==> config.mk <==
export PLATFORM = sky130hd
export DESIGN_NAME = cache_fill_fsm
export DESIGN_NICKNAME = d
export VERILOG_FILES = /design/src/rtl/cache_fill_fsm.sv
export SDC_FILE = /design/constraint.sdc
export NUM_CORES = 1
export LEC_CHECK = 0
export CORE_ASPECT_RATIO = 2
export CORE_MARGIN = 3
export CORE_UTILIZATION = 44
export CTS_CLUSTER_DIAMETER = 80
export DETAILED_ROUTE_END_ITERATION = 8
export GPL_TIMING_DRIVEN = 1
export PLACE_DENSITY = 0.87
export SYNTH_ARGS = -nofsm -noshare
export SYNTH_HDL_FRONTEND = slang
export SYNTH_SLANG_ARGS = --single-unit
==> constraint.sdc <==
create_clock -name clk -period 5.5 [get_ports clk]
set_clock_uncertainty 0.2 [all_clocks]
set_input_delay 1.65 -clock clk [delete_from_list [all_inputs] [get_ports clk]]
set_output_delay 1.65 -clock clk [all_outputs]
set_load 0.005 [all_outputs]
==> src/rtl/cache_fill_fsm.sv <==
// cache_fill_fsm: refills a 16-byte cache block, one word per cycle, from a
// single-cycle memory. It also commits write-through stores to that memory.
//
// state | meaning
// ------+-----------------------------------------------------------------
// IDLE  | no memory traffic; arbitrates miss (first) against store
// FILL  | one word per cycle, word cnt; tag/done pulse on word 7
// WRITE | one memory write of the latched store, wr_ack pulse
//
// A store that is still pending on the last fill word goes straight to
// WRITE. This keeps it serviced after the fill with no idle bubble.
// A miss is never chained that way: the cache holds miss_detected until it
// sees fill_done, so sampling it on the last word would start a bogus refill.
module cache_fill_fsm (
  input  logic        clk,
  input  logic        rst,
  input  logic        miss_detected,
  input  logic [15:0] miss_address,
  input  logic        wr_req,
  input  logic [15:0] wr_addr,
  input  logic [15:0] wr_data,
  input  logic [15:0] mem_data_out,
  output logic [15:0] mem_addr,
  output logic [15:0] mem_data_in,
  output logic        mem_enable,
  output logic        mem_wr,
  output logic        cache_data_we,
  output logic [2:0]  cache_word_idx,
  output logic [15:0] cache_data,
  output logic        tag_we,
  output logic        fill_done,
  output logic        wr_ack,
  output logic        fsm_busy
);

  typedef enum logic [1:0] {
    IDLE  = 2'd0,
    FILL  = 2'd1,
    WRITE = 2'd2
  } state_t;

  state_t      state_q, state_d;
  logic [2:0]  cnt_q, cnt_d;
  logic [11:0] blk_q, blk_d;
  logic [14:0] waddr_q, waddr_d;
  logic [15:0] wdata_q, wdata_d;

  // Next-state, word counter and request latching.
  always_comb begin
    state_d = state_q;
    cnt_d   = cnt_q;
    blk_d   = blk_q;
    waddr_d = waddr_q;
    wdata_d = wdata_q;
    case (state_q)
      IDLE: begin
        if (miss_detected) begin
          blk_d   = miss_address[15:4];
          cnt_d   = 3'd0;
          state_d = FILL;
        end else if (wr_req) begin
          waddr_d = wr_addr[15:1];
          wdata_d = wr_data;
          state_d = WRITE;
        end
      end
      FILL: begin
        cnt_d = cnt_q + 3'd1;
        if (cnt_q == 3'd7) begin
          if (wr_req) begin
            waddr_d = wr_addr[15:1];
            wdata_d = wr_data;
            state_d = WRITE;
          end else begin
            state_d = IDLE;
          end
        end
      end
      WRITE:   state_d = IDLE;
      default: state_d = IDLE;
    endcase
  end

  // State and request registers with synchronous reset.
  always_ff @(posedge clk) begin
    if (rst) begin
      state_q <= IDLE;
      cnt_q   <= 3'd0;
      blk_q   <= 12'd0;
      waddr_q <= 15'd0;
      wdata_q <= 16'd0;
    end else begin
      state_q <= state_d;
      cnt_q   <= cnt_d;
      blk_q   <= blk_d;
      waddr_q <= waddr_d;
      wdata_q <= wdata_d;
    end
  end

  // Outputs decode only the registered state. They are forced low while rst
  // is high, so a reset raised mid-fill or mid-write has no effect on memory.
  always_comb begin
    mem_addr       = 16'd0;
    mem_data_in    = 16'd0;
    mem_enable     = 1'b0;
    mem_wr         = 1'b0;
    cache_data_we  = 1'b0;
    cache_word_idx = 3'd0;
    cache_data     = 16'd0;
    tag_we         = 1'b0;
    fill_done      = 1'b0;
    wr_ack         = 1'b0;
    fsm_busy       = 1'b0;
    if (!rst) begin
      case (state_q)
        FILL: begin
          fsm_busy       = 1'b1;
          mem_enable     = 1'b1;
          mem_addr       = {blk_q, cnt_q, 1'b0};
          cache_data_we  = 1'b1;
          cache_word_idx = cnt_q;
          cache_data     = mem_data_out;
          tag_we         = (cnt_q == 3'd7);
          fill_done      = (cnt_q == 3'd7);
        end
        WRITE: begin
          fsm_busy    = 1'b1;
          mem_enable  = 1'b1;
          mem_wr      = 1'b1;
          mem_addr    = {waddr_q, 1'b0};
          mem_data_in = wdata_q;
          wr_ack      = 1'b1;
        end
        default: ;
      endcase
    end
  end

endmodule
==> metrics.yaml <==
status: "finished, final reports clean"
min_to: "blk_q[11]$_SDFFE_PP0P_"
worstSetupPathType: "primary input to output port"
cp_data_required_time_ns: 3.65
pre_cts_ws_ns: 0.463
finalPower_w: 0.00103
hold_ws_ns: 0.254
wl_um: 6910
tightest_slew_ns: 0.993
drive_above_1_share: 0.0366
vias_per_cell: 5.05
multiInputGateArea_um2: 1490
globalplace.congestion: 0.741
ant_nets: 0
period_minus_slack_ns: 5.00
max_stage_delay_ns: 0.52
numPortBuffers: 119
hold_viol_final: 0
max_freq_ghz: 0.200
synth_area_leaders: "dfxtp_1 (37%), nand2b_1 (15%), mux2i_1 (12%)"
antenna_found_initial: 0
syn_area_um2: 2610
seq_area_um2: 961
grt_max_degree: 40
initial_core_util: 0.457
grt_pass1_wl_um: 11000
top_usage_layer: "met2"
setup_tns_ns: 0
synth.distinct_cells: 24
grt_use_met3: 0.0281
max_cap_violations: 0
critical_path.max_fanout: 31
fill_cells: 469
core.rowCount: 39
yosys_warnings: 0
final_area_um2: 3970
cts_hold_buffers: 0
drc_errors: 0
numCtsBuffers: 5
p_per_area_nw_per_um2: 258
coreArea_um2: 5710
grt-ovfl-total: 0
postSynthAreaPerCell_um2: 8.56
worst_skew_pair.late_latency_ns: 0.28
relSlewSlack: 0.338
htree_levels: 2
vias: 2377
r2r_end: "wdata_q[0]$_SDFFE_PP0P_"
met1_usage: 0.211
cts_tree: "done"
grt_pass1_vias: 2370
slew_violations: 0
final_nets: 483
min_path_cells: 2
crit_cells: 4
r2r-start: "state_q[0]$_SDFFE_PP0P_"
ys_ff_latch: 48
ioPinCount: 126
syn_inst: 305
critical_path.slowest_cell: "and2b_1"
cts_resized: 0
fp.dieW_um: 60.5
setup_ws_ns: 0.503
hpwlAfterDp_um: 5210
worstPathArrival_ns: 3.15
clk_pin_slew_ns: 0.07
use_met2: 0.397
reg2reg_depth: 5
fin_crit_sh: 0.909
finalSetupViolations: 0
worstPathCellList: "buf_2 -> and2b_1 -> and2_1 -> clkdlybuf4s50_1"
synth_top_area_frac: 0.368
rsz0062_at_grt: "no"
start_kind: "primary input"
crit_buf_inv: 2
area_delta_synth_final_pct: 52.1
syn_nets: 379
post-cts-setup-buffers: 0
track_usage: 0.205
fp.dieArea_um2: 6950
cts_root_buffer: "clkbuf_16"
cts_buffer_depth: 2
placed_cell_area_um2: 3750
die-height_um: 115
drt_iter0_drc: 106
reg2reg_slack_ns: 2.80
worstHoldStart: "blk_q[11]$_SDFFE_PP0P_"
drt_first_pass_iters: 4
layout_commonest_cell: "clkdlybuf4s50_1"
cp-end-kind: "output port"
p_leak_nw: 1.47
peakVddDrop_mv: 0.305
min_path_type: "flop to flop"
wire_per_inst_um: 14.7
yosysTopAreaCell: "dfxtp_1"
num_antenna_cells: 0
ys_seq_area_frac: 0.368
cts.sinks: 48
cpLargestDelayFamily: "buffers and inverters"
final_cell_mix: "clkdlybuf4s50_1 (118), nand2b_1 (63), dfxtp_1 (48), and2_1 (37), mux2i_1 (32)"
[where the power goes]
| group | total, W | switching (W) | leakage (nW) | internal (W) |
|---|---|---|---|---|
| registers | 0.000394 | 0.0000162 | 0.392 | 0.000378 |
| logic | 0.000199 | 0.0000893 | 0.977 | 0.000110 |
| clock network | 0.000433 | 0.000127 | 0.104 | 0.000306 |
[stage by stage]
stage                     utilization  instances
after floorplan                     -        305
after global placement          0.657        463
after detailed placement        0.657        463
after CTS                       0.695        471
after global routing            0.695        471
final                           0.695        471
[area by class of cell]
| class | count | area share |
|---|---|---|
| Multi-Input combinational cell | 228 | 0.375 |
| Tap cell | 61 | 0.0192 |
| Sequential cell | 48 | 0.242 |
| Clock buffer | 5 | 0.0315 |
| Timing Repair Buffer | 123 | 0.306 |
| Clock inverter | 3 | 0.0227 |
| Inverter | 3 | 0.00284 |
[cell families after synthesis]
| kind of cell | share of synthesized area |
|---|---|
| simple gates | 0.327 |
| flops | 0.368 |
| compound gates | 0.0896 |
| mux | 0.123 |
| buf+inv | 0.0618 |
| fa+ha+maj | 0.0288 |
| other cells | 0.00144 |
[state kept, by name, summed over array words and instances (netlist names)]
name     cells
wdata_q     16
waddr_q     15
state_q      2
blk_q       12
cnt_q        3
[layer usage]
metal | part of all wire | vias up
met5 | 0 | -
met4 | 0.024 | 0
met3 | 0.043 | 13
met2 | 0.57 | 74
met1 | 0.36 | 1098
li1 | - | 1192
[synth_stat cells]
master and instances:
nand2b_1 63, dfxtp_1 48, and2_1 37, mux2i_1 32, nand2_1 27, nor2_1 17
a21oi_1 15, a22oi_1 15, clkbuf_1 12, buf_2 6, ha_1 6, nor2b_1 5
buf_4 4, buf_6 4, inv_1 3, a32oi_1 2, o21ai_0 2, and2b_1 1
conb_1 1, nand2b_2 1, o2111a_1 1, o211ai_1 1, or2b_1 1, or3b_1 1
[worst reg2reg max path, delay by kind of cell, from the launching register on]
kind / cells / cell delay (ns)
flops: 1 / 0.38
fa+ha+maj: 1 / 0.29
compound gates: 1 / 0.97
simple gates: 1 / 0.39
mux: 1 / 0.31
buf+inv: 1 / 0.09
[worst max path at each step]
stage                             to  from  slack, ns
after floorplan           mem_enable   rst       1.19
after CTS                     tag_we   rst       0.47
after global placement        tag_we   rst       0.51
final                         tag_we   rst       0.50
after detailed placement      tag_we   rst       0.46
after global routing          tag_we   rst       0.37
Power figures use the tool's default switching activity.
